File: src/rtl/coherence_bus_arbiter.sv
// Multi-core coherence bus arbiter: round-robin grants of I/D cache requests onto one RAM
// port, with MSI-style snoop broadcast, cache-to-cache block transfer and multi-beat bursts.

package cpu_types_pkg;
  typedef enum logic [1:0] {
    FREE   = 2'd0,
    BUSY   = 2'd1,
    ACCESS = 2'd2,
    ERROR  = 2'd3
  } ramstate_t;
endpackage

module coherence_bus_arbiter
  import cpu_types_pkg::*;
#(
  parameter int unsigned CPUS  = 4,
  parameter int unsigned WORDS = 2
) (
  input  logic                   CLK,
  input  logic                   nRST,
  input  logic [CPUS-1:0]        iREN,
  input  logic [CPUS-1:0][31:0]  iaddr,
  output logic [CPUS-1:0]        iwait,
  output logic [CPUS-1:0][31:0]  iload,
  input  logic [CPUS-1:0]        dREN,
  input  logic [CPUS-1:0]        dWEN,
  input  logic [CPUS-1:0]        ccwrite,
  input  logic [CPUS-1:0][31:0]  daddr,
  input  logic [CPUS-1:0][31:0]  dstore,
  output logic [CPUS-1:0]        dwait,
  output logic [CPUS-1:0][31:0]  dload,
  input  logic [CPUS-1:0]        cctrans,
  output logic [CPUS-1:0]        ccwait,
  output logic [CPUS-1:0]        ccinv,
  output logic [CPUS-1:0][31:0]  ccsnoopaddr,
  input  ramstate_t              ramstate,
  input  logic [31:0]            ramload,
  output logic                   ramREN,
  output logic                   ramWEN,
  output logic [31:0]            ramaddr,
  output logic [31:0]            ramstore
);

  localparam int unsigned OW = $clog2(CPUS);
  localparam int unsigned CW = (WORDS > 1) ? $clog2(WORDS) : 1;
  localparam logic [CW-1:0] LAST_BEAT = CW'(WORDS - 1);
  localparam logic [OW-1:0] LAST_INIT = OW'(CPUS - 1);

  typedef enum logic [2:0] {IDLE, INV, SNOOP, SRESP, C2C, MEMRD, WB, IFETCH} state_t;

  state_t        state, next_state;
  logic [OW-1:0] owner, next_owner;
  logic [OW-1:0] supplier, next_supplier;
  logic [OW-1:0] last, next_last;
  logic [CW-1:0] cnt, next_cnt;

  logic [CPUS-1:0] dreq;
  logic            dfound, ifound, sfound;
  logic [OW-1:0]   dwin, iwin, swin;
  logic            snoop_en, snoop_inv, beat_done, access;

  function automatic logic [OW-1:0] rr_idx(input logic [OW-1:0] base, input int unsigned off);
    return OW'((32'(base) + off) % CPUS);
  endfunction

  assign dreq   = dREN | dWEN | ccwrite;
  assign access = (ramstate == ACCESS);

  // Round-robin scan starting one past the last granted core
  always_comb begin
    dfound = 1'b0;
    ifound = 1'b0;
    dwin   = '0;
    iwin   = '0;
    for (int unsigned i = 1; i <= CPUS; i++) begin
      if (!dfound && dreq[rr_idx(last, i)]) begin
        dfound = 1'b1;
        dwin   = rr_idx(last, i);
      end
      if (!ifound && iREN[rr_idx(last, i)]) begin
        ifound = 1'b1;
        iwin   = rr_idx(last, i);
      end
    end
  end

  // Lowest-index non-owner holding the block modified
  always_comb begin
    sfound = 1'b0;
    swin   = '0;
    for (int unsigned k = 0; k < CPUS; k++) begin
      if (!sfound && cctrans[OW'(k)] && (OW'(k) != owner)) begin
        sfound = 1'b1;
        swin   = OW'(k);
      end
    end
  end

  always_ff @(posedge CLK or negedge nRST) begin
    if (!nRST) begin
      state    <= IDLE;
      owner    <= '0;
      supplier <= '0;
      last     <= LAST_INIT;
      cnt      <= '0;
    end else begin
      state    <= next_state;
      owner    <= next_owner;
      supplier <= next_supplier;
      last     <= next_last;
      cnt      <= next_cnt;
    end
  end

  always_comb begin
    next_state    = state;
    next_owner    = owner;
    next_supplier = supplier;
    next_last     = last;
    next_cnt      = cnt;
    iwait         = '1;
    dwait         = '1;
    iload         = '0;
    dload         = '0;
    ccwait        = '0;
    ccinv         = '0;
    ccsnoopaddr   = '0;
    ramREN        = 1'b0;
    ramWEN        = 1'b0;
    ramaddr       = '0;
    ramstore      = '0;
    snoop_en      = 1'b0;
    snoop_inv     = 1'b0;
    beat_done     = 1'b0;

    case (state)
      IDLE: begin
        next_cnt = '0;
        if (dfound) begin
          next_owner = dwin;
          next_last  = dwin;
          if (dWEN[dwin])      next_state = WB;
          else if (dREN[dwin]) next_state = SNOOP;
          else                 next_state = INV;
        end else if (ifound) begin
          next_owner = iwin;
          next_last  = iwin;
          next_state = IFETCH;
        end
      end

      INV: begin
        next_state = IDLE;
        if (ccwrite[owner]) begin
          snoop_en     = 1'b1;
          snoop_inv    = 1'b1;
          dwait[owner] = 1'b0;
        end
      end

      SNOOP, SRESP: begin
        if (!dREN[owner]) begin
          next_state = IDLE;
        end else begin
          snoop_en  = 1'b1;
          snoop_inv = ccwrite[owner];
          if (state == SNOOP) begin
            next_state = SRESP;
          end else if (sfound) begin
            next_supplier = swin;
            next_state    = C2C;
          end else begin
            next_state = MEMRD;
          end
        end
      end

      C2C: begin
        if (!dREN[owner]) begin
          next_state = IDLE;
          next_cnt   = '0;
        end else begin
          snoop_en     = 1'b1;
          snoop_inv    = ccwrite[owner];
          ramWEN       = 1'b1;
          ramaddr      = daddr[owner];
          ramstore     = dstore[supplier];
          dload[owner] = dstore[supplier];
          if (access) begin
            dwait[owner]    = 1'b0;
            dwait[supplier] = 1'b0;
            beat_done       = 1'b1;
          end
        end
      end

      MEMRD: begin
        if (!dREN[owner]) begin
          next_state = IDLE;
          next_cnt   = '0;
        end else begin
          snoop_en  = 1'b1;
          snoop_inv = ccwrite[owner];
          ramREN    = 1'b1;
          ramaddr   = daddr[owner];
          if (access) begin
            dload[owner] = ramload;
            dwait[owner] = 1'b0;
            beat_done    = 1'b1;
          end
        end
      end

      WB: begin
        if (!dWEN[owner]) begin
          next_state = IDLE;
          next_cnt   = '0;
        end else begin
          ramWEN   = 1'b1;
          ramaddr  = daddr[owner];
          ramstore = dstore[owner];
          if (access) begin
            dwait[owner] = 1'b0;
            beat_done    = 1'b1;
          end
        end
      end

      IFETCH: begin
        if (!iREN[owner]) begin
          next_state = IDLE;
        end else begin
          ramREN  = 1'b1;
          ramaddr = iaddr[owner];
          if (access) begin
            iload[owner] = ramload;
            iwait[owner] = 1'b0;
            next_state   = IDLE;
          end
        end
      end

      default: next_state = IDLE;
    endcase

    // Burst bookkeeping; final beat returns to arbitration
    if (beat_done) begin
      if (cnt == LAST_BEAT) begin
        next_state = IDLE;
        next_cnt   = '0;
      end else begin
        next_cnt = cnt + CW'(1);
      end
    end

    if (snoop_en) begin
      for (int unsigned k = 0; k < CPUS; k++) begin
        if (OW'(k) != owner) begin
          ccwait[OW'(k)]      = 1'b1;
          ccinv[OW'(k)]       = snoop_inv;
          ccsnoopaddr[OW'(k)] = daddr[owner];
        end
      end
    end
  end

endmodule
File: config.mk
export PLATFORM = sky130hd
export DESIGN_NAME = coherence_bus_arbiter
export DESIGN_NICKNAME = d
export VERILOG_FILES = /design/src/rtl/coherence_bus_arbiter.sv
export SDC_FILE = /design/constraint.sdc
export NUM_CORES = 1
export LEC_CHECK = 0
export BUFFER_PORTS_ARGS = -buffer_cell sky130_fd_sc_hd__buf_2
export CELL_PAD_IN_SITES_DETAIL_PLACEMENT = 0
export CELL_PAD_IN_SITES_GLOBAL_PLACEMENT = 1
export CORE_AREA = 2 2 353 355
export DETAILED_ROUTE_END_ITERATION = 16
export DIE_AREA = 0 0 355 357
export PLACE_DENSITY = 0.32
export SLEW_MARGIN = 20
export SYNTH_ARGS = -nofsm -noshare
export SYNTH_HDL_FRONTEND = slang
export SYNTH_SLANG_ARGS = --single-unit
File: constraint.sdc
create_clock -name CLK -period 2.65 [get_ports CLK]
set_clock_uncertainty 0.05 [all_clocks]
set_input_delay 0.265 -clock CLK [delete_from_list [all_inputs] [get_ports CLK]]
set_output_delay 0.265 -clock CLK [all_outputs]
set_load 0.01 [all_outputs]
==> results of run 1 <==
[flip-flops by register name, summed over array words and instances, names as in the netlist]
register and cells:
supplier 2, cnt 1, state 3, owner 2, last 2
[report_power, final]
part           switching, mW  internal, mW  leakage (nW)
combinational           8.51          6.78          8.16
sequential             0.231         0.250         0.116
clock                 0.0863         0.229        0.0442
total                   8.83          7.25          8.32
[worst max-delay path, stage by stage (launching register included)]
cell and delay (ns):
sky130_fd_sc_hd__dfrtp_4 0.45, sky130_fd_sc_hd__mux4_2 0.55, sky130_fd_sc_hd__buf_6 0.17, sky130_fd_sc_hd__nand3_2 0.10, sky130_fd_sc_hd__nor2_4 0.04, sky130_fd_sc_hd__buf_12 0.17, sky130_fd_sc_hd__a22oi_1 0.24, sky130_fd_sc_hd__buf_4 0.20
sky130_fd_sc_hd__nor2_1 0.06, sky130_fd_sc_hd__buf_2 0.16
[synth_stat cells (3+ instances only)]
library cell               count  area share (%)
sky130_fd_sc_hd__inv_1        45             2.1
sky130_fd_sc_hd__o21ai_0     104             6.3
sky130_fd_sc_hd__nor2_1      213             9.7
sky130_fd_sc_hd__or2_2        20             1.5
sky130_fd_sc_hd__o211ai_1     24             2.2
sky130_fd_sc_hd__nand2_1     126             5.7
sky130_fd_sc_hd__mux2i_1      39             4.7
sky130_fd_sc_hd__or3_1         4            0.30
sky130_fd_sc_hd__nand2b_1     11            0.84
sky130_fd_sc_hd__o21a_1       33             3.0
sky130_fd_sc_hd__o22ai_1       4            0.30
sky130_fd_sc_hd__nor3_1        9            0.55
sky130_fd_sc_hd__dfrtp_1       8             2.4
sky130_fd_sc_hd__nor2_4        4            0.55
sky130_fd_sc_hd__buf_2        40             2.4
sky130_fd_sc_hd__a22oi_1      32             2.9
sky130_fd_sc_hd__a21boi_0      3            0.27
sky130_fd_sc_hd__nor2b_1       6            0.46
sky130_fd_sc_hd__nand3_1      43             2.6
sky130_fd_sc_hd__and2_1      129             9.8
sky130_fd_sc_hd__a21o_1        3            0.27
sky130_fd_sc_hd__a31oi_1       8            0.61
sky130_fd_sc_hd__mux2_2       14             1.9
sky130_fd_sc_hd__buf_4        22             2.0
sky130_fd_sc_hd__clkbuf_1     45             2.1
sky130_fd_sc_hd__a21oi_1      43             2.6
sky130_fd_sc_hd__mux4_2       99              27
sky130_fd_sc_hd__buf_1        11            0.50
[repair_timing]
item                       4_1_cts  5_1_grt
setup buffers                   15        9
hold endpoints to repair         8        0
pin swaps                        8       12
setup endpoints to repair      460      446
hold buffers                     1        0
gates cloned                     1       10
resized for setup               92       99
[layer usage]
layer	up-vias	GRT usage, %
met2	556	23.48
met5	-	0
met4	14	1.390
li1	6167	-
met1	6466	15.00
met3	64	2.577
[through the flow]
stage / hold slack (ns) / instance area (µm²) / util, %
after floorplan: -0.08059 / 8239 / -
after global placement: 0.1549 / 15960 / 12.98
after detailed placement: 0.1571 / 15960 / 12.98
after CTS: 0.3867 / 16570 / 13.48
after global routing: 0.3826 / 17220 / 14.00
final: 0.3841 / 17230 / 14.01
[logic make-up after synthesis]
group / after synthesis / synth area share (%)
AND/OR/NAND/NOR: 575 / 32.98
flip-flops: 10 / 3.068
AO/OA/AOI/OAI: 276 / 21.15
buffers and inverters: 164 / 9.081
multiplexers: 152 / 33.71
[worst max-delay path by stage]
stage	startpoint	to	slack (ns)	cells after the start
final	owner[0]	dload[1]	-0.15	9
after global placement	owner[0]	ramaddr[10]	-0.05	7
after global routing	owner[0]	ramstore[31]	-0.22	10
after CTS	owner[0]	ramstore[31]	-0.15	8
after floorplan	owner[0]	ccwait[1]	0.37	8
after detailed placement	owner[0]	ramstore[31]	-0.04	8
[final cells by class]
class	instances	area, µm²	area share, %
timing repair buffer	1096	6950	40.35
antenna	5	12.51	0.07263
sequential	10	264.0	1.533
multi-input combinational	1003	7690	44.64
tap	1637	2048	11.89
inverter	46	172.7	1.002
clock buffer	4	88.84	0.5157
==> run summary, run 1 <==
The synthesized design contains 0 enable-type register cells. The I/O pin count came out at 906. The CTS buffer count is 3. For this run, the total global-route usage over all layers was measured as 12.53%. Detailed routing placed a total of 45.95 mm of wire on met2. The number of max-slew violations in the final report came out at 0. The number of cells on the worst reg-to-reg path came out at 8.

The flop-to-flop setup slack came out at 0.28 ns. The number of buffers on the longest clock path is 2. The total of warnings raised by yosys is 0.

The worst setup path is of the reg2out kind. The tool flagged a number of max-cap violations equal to 0. Counting every net in the synthesized netlist gives 1,617. The HPWL reported at the end of detailed placement is 72.79 mm.

The post-detailed-routing wire length is 88.48 mm. The checks that failed: setup timing. The later pin in the worst-skew pair is clocked with a latency of 0.24 ns. The first-pass GRT wire length is 113.8 mm. The worst path uses 105.5% of the clock period.

The final-report setup violation count is 229. The count of cells along the worst hold path came out at 3. In the routed design, unresolved DRC markers number 0. The class of the worst hold path is in2reg.

The required arrival time at the worst endpoint is 2.34 ns. The count of cell types in the netlist came out at 55. The routed length per placed instance came out at 23.28 µm. The total overflow left after global routing is 0. The power density of the placed cells is 933.4 mW/mm². The average size of a mapped cell is 7.000 µm².

The core area is 0.1230 mm². The flow ran to the end, but the final reports show violations. The post-route netlist has 62.58% of its cells at a drive strength greater than 1. The met1 wire length is 35.71 mm. The number of nets at the end of the flow came out at 2,600. The most used flip-flop cell after synthesis is sky130_fd_sc_hd__dfrtp_1.

The leakage power is 8.316 nW. The number of H-tree levels came out at 1. The final weighted congestion of routability-driven global placement came out at 0.7663. The finished layout holds 3,801 standard cells, fillers aside. The worst register-to-register path begins at owner[0]. The first routing iteration left 514 violations.

Synthesis inferred 10 register bits. Static timing analysis puts the maximum clock frequency at 357.7 MHz. The endpoint of the most critical register-to-register path is state[0]. The maximum number of pins on one net before global-route repair is 76.

The setup TNS came out at -12.54 ns. The vertical extent of the die is 357 µm. The worst setup slack after layout came out at -0.1456 ns. Signal routing reaches up to met5. IR analysis of the VDD net gives a maximum drop of 0.0005576 V. The post-placement cell count is 3,758.

The most common cell after layout, fill and taps aside is sky130_fd_sc_hd__buf_2. The biggest fanout along the worst timing path is 32. The number of antenna violations at the first check in global routing is 20.

TritonCTS built the clock tree. In this run the clock root is driven by a sky130_fd_sc_hd__clkbuf_16. The startpoint identified for the worst hold timing path is cctrans[0]. For the pin with the worst max-slew slack, the measured transition is 0.7526 ns. In this run the horizontal extent of the chip is 355 µm.

The top cell types in the final layout, fill and taps aside, are 887 x sky130_fd_sc_hd__buf_2, 179 x sky130_fd_sc_hd__nor2_1, 128 x sky130_fd_sc_hd__and2_1. The power consumption came out at 16.08 mW. The overall via count from detail_route is 13,270. Measured against its own limit, the worst slew margin works out to 49.83%. The worst setup path is launched from a flip-flop. The number of nets with antenna violations after routing came out at 0.

The gate count after technology mapping came out at 1,177. The met3 routed wirelength is 5.364 mm. The register clock-pin slew on the reported worst setup and hold paths is 0.05 ns. In the routed layout, each cell is associated on average with a via count of 3.490. The detailed-router iteration count before antenna repair is 5. The effective utilization at floorplan is 6.699%.

In the synthesized netlist the async set-or-reset flop fraction comes to 100.0%. The final number of hold-violating endpoints came to 0. The cell area that synthesis handed to floorplanning was 0.008239 mm². Fill cells in the final layout number 14,520.

The number of input and output port buffers inserted is 905. After layout, the minimum clock period comes to 2.796 ns. The part of the Yosys area used for sequential elements is 3.068%. The data arrival time of the worst path is 2.48 ns.

The area growth from synthesis to layout is 109.1%. The total clock sinks came out at 10. Setup repair after global routing could not meet its margin everywhere.

The number of cell rows came out at 129. The via count of the first global-routing pass came out at 13,620. The worst setup slack before clock tree synthesis is -0.04338 ns. The worst-case hold path end point is supplier[0]. The die footprint is 0.1267 mm². The worst setup path is captured at an output port.
Note: power is estimated with default switching activity, not from simulation.
==> inputs of run 2 (changes only) <==
==> constraint.sdc (replaced) <==
create_clock -name CLK -period 2.65 [get_ports CLK]
set_clock_uncertainty 0.05 [all_clocks]
set_input_delay 0.53 -clock CLK [delete_from_list [all_inputs] [get_ports CLK]]
set_output_delay 0.53 -clock CLK [all_outputs]
set_load 0.01 [all_outputs]
==> run 2 against run 1 <==
Compared with the run above: clock-buffer cell count did not move; combinational power rose by 16%; largest power group unchanged; final cell count rose by 3.2%; total power rose by 15%; largest cell class is now non-clock buffers; hold slack got worse by 0.26 ns; via count rose by 3.5%; register-to-register slack got worse by 0.23 ns; core utilization rose by 2.3 points; the flow still finishes with violations (setup timing); cell area rose by 16%.
==> run summary, run 2 (synthesized netlist as in run 1, its figures left out) <==
The net switching power came out at 9.911 mW. The share of total power in sequential cells came out at 2.0%. The tightest slew margin relative to the limit is 57.70%.

Per report_power, the combinational group accounts for 96.2% of the total. The net switching fraction of the power is 53.57%. The average vias per placed instance came out at 3.498. The flow ran to the end, but the final reports show violations. The combined buffer and inverter count along the critical path is 6. Once the floorplan was initialized, standard cells occupied 6.699% of the core. The final layout contains 2,722 nets. In this run the standard cell core region covers 0.1230 mm². The detailed-router iteration count before antenna repair came out at 4.

The tightest min-delay check is of the in2async type. The longest individual stage delay on the worst path is 0.51 ns. The number of flip-flops under the largest register name is 3. The post-detailed-routing wire length came out at 91.84 mm. The length of routed met2 wiring is 49.51 mm.

The register with the most flip-flops is state. The internal power of the cells is 8.590 mW. The required arrival time at the worst endpoint came out at 2.07 ns. The final weighted congestion of routability-driven global placement came out at 0.7777. The worst hold slack across all endpoints came out at 0.1289 ns. The startpoint class of the critical path is a flip-flop. The clock net in this run drives a total of 10 sinks. The starting DRC count in detailed routing came out at 480. The maximum number of pins on one net before global-route repair is 44.

The number of inserted filler cells in the final layout is 14,310. The type of the worst setup path is reg2out. The share of cells above drive strength 1 came out at 70.50%.

The finished layout holds 3,924 standard cells, fillers aside. The post-placement cell count is 3,839. Dividing total power by cell area gives a power density of 924.8 mW/mm².

The slew at the pin closest to its max-slew limit is 0.6345 ns. In the final routing, the length of wire on met1 measures 36.48 mm. The remaining routing DRC violations came out at 0. Walking the worst path, the cells encountered are buf_6, mux4_2, nand2b_4, nor2b_4, buf_12, buf_16, buf_8, a22oi_2, buf_4, nor2_1, buf_2.

The number of input and output port buffers inserted is 905. The vertical extent of the die is 357 µm. The overall global routing resource usage is 12.94%. The number of buffers on the longest clock path came out at 2. The met3 routed wirelength is 4.818 mm. Static timing analysis puts the maximum clock frequency at 319.3 MHz.

After clock tree synthesis, the clock-pin slew on the worst setup and hold paths is 0.05 ns. The final-report setup violation count is 466. The number of max-slew violations in the final report is 0.

On the critical path, the stage with the largest delay is an instance of sky130_fd_sc_hd__dfrtp_4. Leaving out fill and tap cells, the most frequent cell in the layout is sky130_fd_sc_hd__buf_2. The routed layout has 13,730 vias. Leaving out fill and tap cells, the most frequent cells in the layout are 805 x sky130_fd_sc_hd__buf_2, 189 x sky130_fd_sc_hd__buf_4, 153 x sky130_fd_sc_hd__nor2_1.

The leakage power came out at 9.395 nW. The number of H-tree levels came out at 1. The buffer type at the clock tree root is sky130_fd_sc_hd__clkbuf_16. The via count of the first global-routing pass came out at 13,670. The highest routing layer actually used is met5.

The number of max-cap violations is 0. After layout, the design draws a total of 18.50 mW. The setup TNS came out at -155.59 ns. The number of cell rows came out at 129. Across the VDD grid, the largest voltage drop is 0.0007946 V.

Setup repair after global routing could not meet its margin everywhere. The data arrival time of the worst path is 2.55 ns. The clock insertion delay at the later pin of the skew report is 0.25 ns.

The part of the cycle the worst path needs came out at 118.2%. The final number of hold-violating endpoints came out at 0. The remaining global-route overflow came out at 0. The number of antenna violations at the first check in global routing is 19. TritonCTS built the clock tree. Relative to the synthesized area, the layout overhead comes to 142.8%. The CTS buffer count is 3. The first-pass GRT wire length came out at 116.4 mm. The horizontal extent of the die is 355 µm. The I/O pin count came out at 906. The die footprint came out at 0.1267 mm².

The number of nets with antenna violations after routing is 0. The clock network fraction of total power is 1.8%. Along the worst path, the maximum fanout reaches 7. The checks that failed: setup timing. The number of buffers added to fix hold violations after cts is 0. The type of element capturing the critical path is an output port. The worst setup slack after layout is -0.4818 ns. The routed length per placed instance is 23.41 µm.

Detailed placement finished with a half-perimeter wire length of 73.69 mm. The post-layout minimum cycle time is 3.132 ns. Broken down by cell family, the worst path's largest delay share belongs to buffers and inverters.
-- run 2: metal layers --
metal,track usage (%),vias to the layer above
met4,0.8729,6
met2,25.32,540
met3,2.158,56
met5,0,-
li1,-,6425
met1,15.15,6698
-- run 2: area by class of cell --
cell class,count,area [µm²],area share [%]
Antenna cell,6,15.01,0.07506
Clock buffer,4,88.84,0.4441
Inverter,46,180.2,0.9007
Multi-Input combinational cell,1003,8532,42.65
Sequential cell,10,262.8,1.313
Tap cell,1637,2048,10.24
Timing Repair Buffer,1218,8877,44.38
-- run 2: power by group through the flow --
stage | Sequential, mW | Clock, mW | Combinational, mW
after detailed placement | 0.366 | 0 | 13.9
after CTS | 0.360 | 0.335 | 15.9
after global routing | 0.376 | 0.344 | 19.0
after global placement | 0.370 | 0 | 14.1
after floorplan | 0.267 | 0 | 6.74
final | 0.364 | 0.333 | 17.8
-- run 2: per-stage QoR --
stage | utilization (%) | cell area (µm²) | setup slack [ns]
final | 16.26 | 20000 | -0.4818
after global routing | 16.26 | 19990 | -0.5388
after CTS | 14.45 | 17770 | -0.4835
after detailed placement | 13.50 | 16600 | -0.5687
after global placement | 13.50 | 16600 | -0.5364
after floorplan | - | 8239 | 0.05225
-- run 2: repair_timing --
item | in CTS | in global routing
buffers inserted | 23 | 35
gates resized for setup | 147 | 448
pin swaps | 15 | 62
cloned | 12 | 14
setup endpoints to repair | 468 | 469
-- run 2: final timing paths --
path                           from   endpoint  slack, ns  depth (start not counted)
setup / recovery           owner[1]  dload[17]      -0.48                         11
hold reg to reg                 cnt        cnt       0.45                          1
max in group asynchronous      nRST    last[1]       2.12                          1
setup reg to reg           owner[0]   state[0]       0.05                         10
hold / removal                 nRST   owner[0]       0.13                          1
min in group CLK                cnt        cnt       0.45                          1
==> inputs of run 3 (changes only) <==
--- a/config.mk
+++ b/config.mk
@@ -9,6 +9,7 @@
 export CELL_PAD_IN_SITES_DETAIL_PLACEMENT = 0
 export CELL_PAD_IN_SITES_GLOBAL_PLACEMENT = 1
 export CORE_AREA = 2 2 353 355
+export CTS_BUF_LIST = sky130_fd_sc_hd__clkbuf_16
 export DETAILED_ROUTE_END_ITERATION = 16
 export DIE_AREA = 0 0 355 357
 export PLACE_DENSITY = 0.32
==> run 3 against run 2 <==
Compared with the run above: the run still ends with setup timing left; largest cell class unchanged; non-clock buffer count unchanged; largest power group unchanged; register-to-register slack about the same; wire length about the same; core utilization about the same.
==> run summary, run 3 (synthesized netlist as in run 1, its figures left out) <==
Global routing used 12.94% of the available tracks across all layers. The worst setup slack after layout came out at -0.4783 ns. Setup repair after global routing could not meet its margin everywhere. The final weighted congestion of routability-driven global placement is 0.7777. The final layout contains routed wiring with a total length of 91.91 mm. The final number of hold-violating endpoints is 0. In the layout the commonest cells are 805 x sky130_fd_sc_hd__buf_2, 189 x sky130_fd_sc_hd__buf_4, 153 x sky130_fd_sc_hd__nor2_1. The number of max-slew violations in the final report was 0.

The clock network fraction of total power is 1.6%. The worst setup path is captured at an output port. The post-layout minimum cycle time is 3.128 ns. The longest individual stage delay on the worst path is 0.51 ns. The tightest slew margin relative to the limit came out at 57.47%.

The part of the cycle the worst path needs came out at 118.0%. The dominant delay contributor by cell family on the critical path is buffers and inverters. The effective utilization at floorplan came out at 6.699%. The class of the worst hold path is in2async. The first-pass GRT wire length is 116.4 mm. Of the total power, registers draw 2.0%.

The number of buffers added to fix hold violations after cts is 0. The number of nets with antenna violations after routing came out at 0. The worst setup slack before clock tree synthesis came out at -0.5687 ns. The data arrival time of the worst path is 2.55 ns. The die is 355 µm wide. The worst setup path is launched from a flip-flop. Clock-pin slew was measured on the worst setup and hold paths at 0.05 ns. The detailed-router iteration count before antenna repair came out at 4. The number of nets at the end of the flow is 2,722. The worst hold slack across all endpoints is 0.1292 ns. Counting the fill cells in the layout gives 14,320. The share of cells above drive strength 1 is 70.45%. The portion of total power attributed to combinational logic came out at 96.4%.

The final non-filler cell total is 3,922. The final-report setup violation count came out at 466. The total clock sinks came out at 10. In this run, placement finished with an instance count of 3,839. The utilization of the core after routing came out at 16.25%. Ranked by flip-flop count, first place goes to state. The die footprint came out at 0.1267 mm².

The starting DRC count in detailed routing is 454. The number of H-tree levels came out at 1. The remaining routing DRC violations came out at 0. The combined buffer and inverter count along the critical path is 6. The net switching fraction of the power is 53.66%. CTS placed an instance of sky130_fd_sc_hd__clkbuf_16 at the clock tree root. The HPWL reported at the end of detailed placement is 73.69 mm. The number of input and output port buffers inserted is 905. The required arrival time at the worst endpoint is 2.07 ns. The overall via count from detail_route came out at 13,720.

The routed length per placed instance is 23.43 µm. The via count of the first global-routing pass is 13,660. The clock tree from TritonCTS is built.

The layout overhead on the synthesized area came out at 142.6%. The internal power of the cells came out at 8.561 mW. The number of max-cap violations is 0. By startpoint and endpoint, the worst setup path is classified as reg2out. The run finished, with violations left. The signal on the critical path passes through buf_6, mux4_2, nand2b_4, nor2b_4, buf_12, buf_16, buf_8, a22oi_2, buf_4, nor2_1, buf_2. The leakage power is 9.390 nW. The CTS buffer count came out at 3. During I/O placement, the number of pins put on the boundary was 906. Global routing finished with a remaining overflow of 0. Among all stages on the critical path, the largest delay is contributed by sky130_fd_sc_hd__dfrtp_4. Clock latency on the worst-skew pair, taken at its later pin, is 0.25 ns. The biggest fanout along the worst timing path came out at 7. The number of flip-flops under the largest register name is 3. The number of buffers on the longest clock path is 2. The core area came out at 0.1230 mm². The die is 357 µm tall. The checks that failed: setup timing. The slew at the pin closest to its max-slew limit is 0.6380 ns. The most common cell after layout, fill and taps aside is sky130_fd_sc_hd__buf_2. The power density of the placed cells came out at 924.3 mW/mm². Across all register-to-register paths, the minimum setup slack is 0.05 ns. The number of antenna violations at the first check in global routing came out at 19. For this design the total switching power over the nets is 9.914 mW. The maximum number of pins on one net before global-route repair came out at 44. The maximum VDD drop came out at 0.0007944 V. The upper clock frequency limit came out at 319.7 MHz.

The average vias per placed instance came out at 3.498. The number of cell rows came out at 129.
## run 3: changes by cell type in the layout (fill, tap and decap cells not counted), sizes merged
cell	change
diode	-2
clkbuf	-1
clkinv	+1
## run 3: worst paths after layout
check                              start   endpoint  depth (start not counted)
worst max-delay path            owner[1]  dload[17]                         11
worst min-delay path                nRST   owner[0]                          1
worst max register to register  owner[0]   state[0]                         10
worst min register to register       cnt        cnt                          1
max in group asynchronous           nRST    last[1]                          1
min in group CLK                     cnt        cnt                          1
## run 3: cell type report
| cell class | instances | area (µm²) | area share [%] |
|---|---|---|---|
| antenna | 4 | 10.01 | 0.05008 |
| clock buffer | 3 | 75.07 | 0.3756 |
| clock inverter | 1 | 3.754 | 0.01878 |
| inverter | 46 | 180.2 | 0.9014 |
| multi-input combinational | 1003 | 8532 | 42.68 |
| sequential | 10 | 262.8 | 1.314 |
| tap | 1637 | 2048 | 10.25 |
| timing repair buffer | 1218 | 8877 | 44.41 |
## run 3: power by group through the flow
stage	Sequential, mW	Combinational (mW)	Clock (mW)
final	0.364	17.8	0.301
after global routing	0.376	19.0	0.311
after CTS	0.360	15.9	0.303
after detailed placement	0.366	13.9	0
after global placement	0.370	14.1	0
after floorplan	0.267	6.74	0
## run 3: repair_timing
| item | in CTS | in global routing |
|---|---|---|
| setup endpoints to repair | 468 | 469 |
| resized for setup | 147 | 448 |
| gates cloned | 12 | 14 |
| pin swaps | 15 | 62 |
| setup buffers | 23 | 35 |
## run 3: layer usage
metal / wire, µm / vias up / global-route usage (%)
met5: 37 / - / 0
met1: 36540 / 6704 / 15.16
met3: 4778 / 52 / 2.158
met4: 947 / 6 / 0.8475
met2: 49600 / 540 / 25.30
li1: - / 6417 / -
## run 3: per-stage QoR
step	power [mW]	cell area, µm²	setup TNS, ns
after floorplan	7.006	8239	0
after global placement	14.49	16600	-115.09
after global routing	19.69	19980	-193.43
final	18.48	19990	-155.66
after detailed placement	14.26	16600	-112.67
after CTS	16.53	17760	-159.95
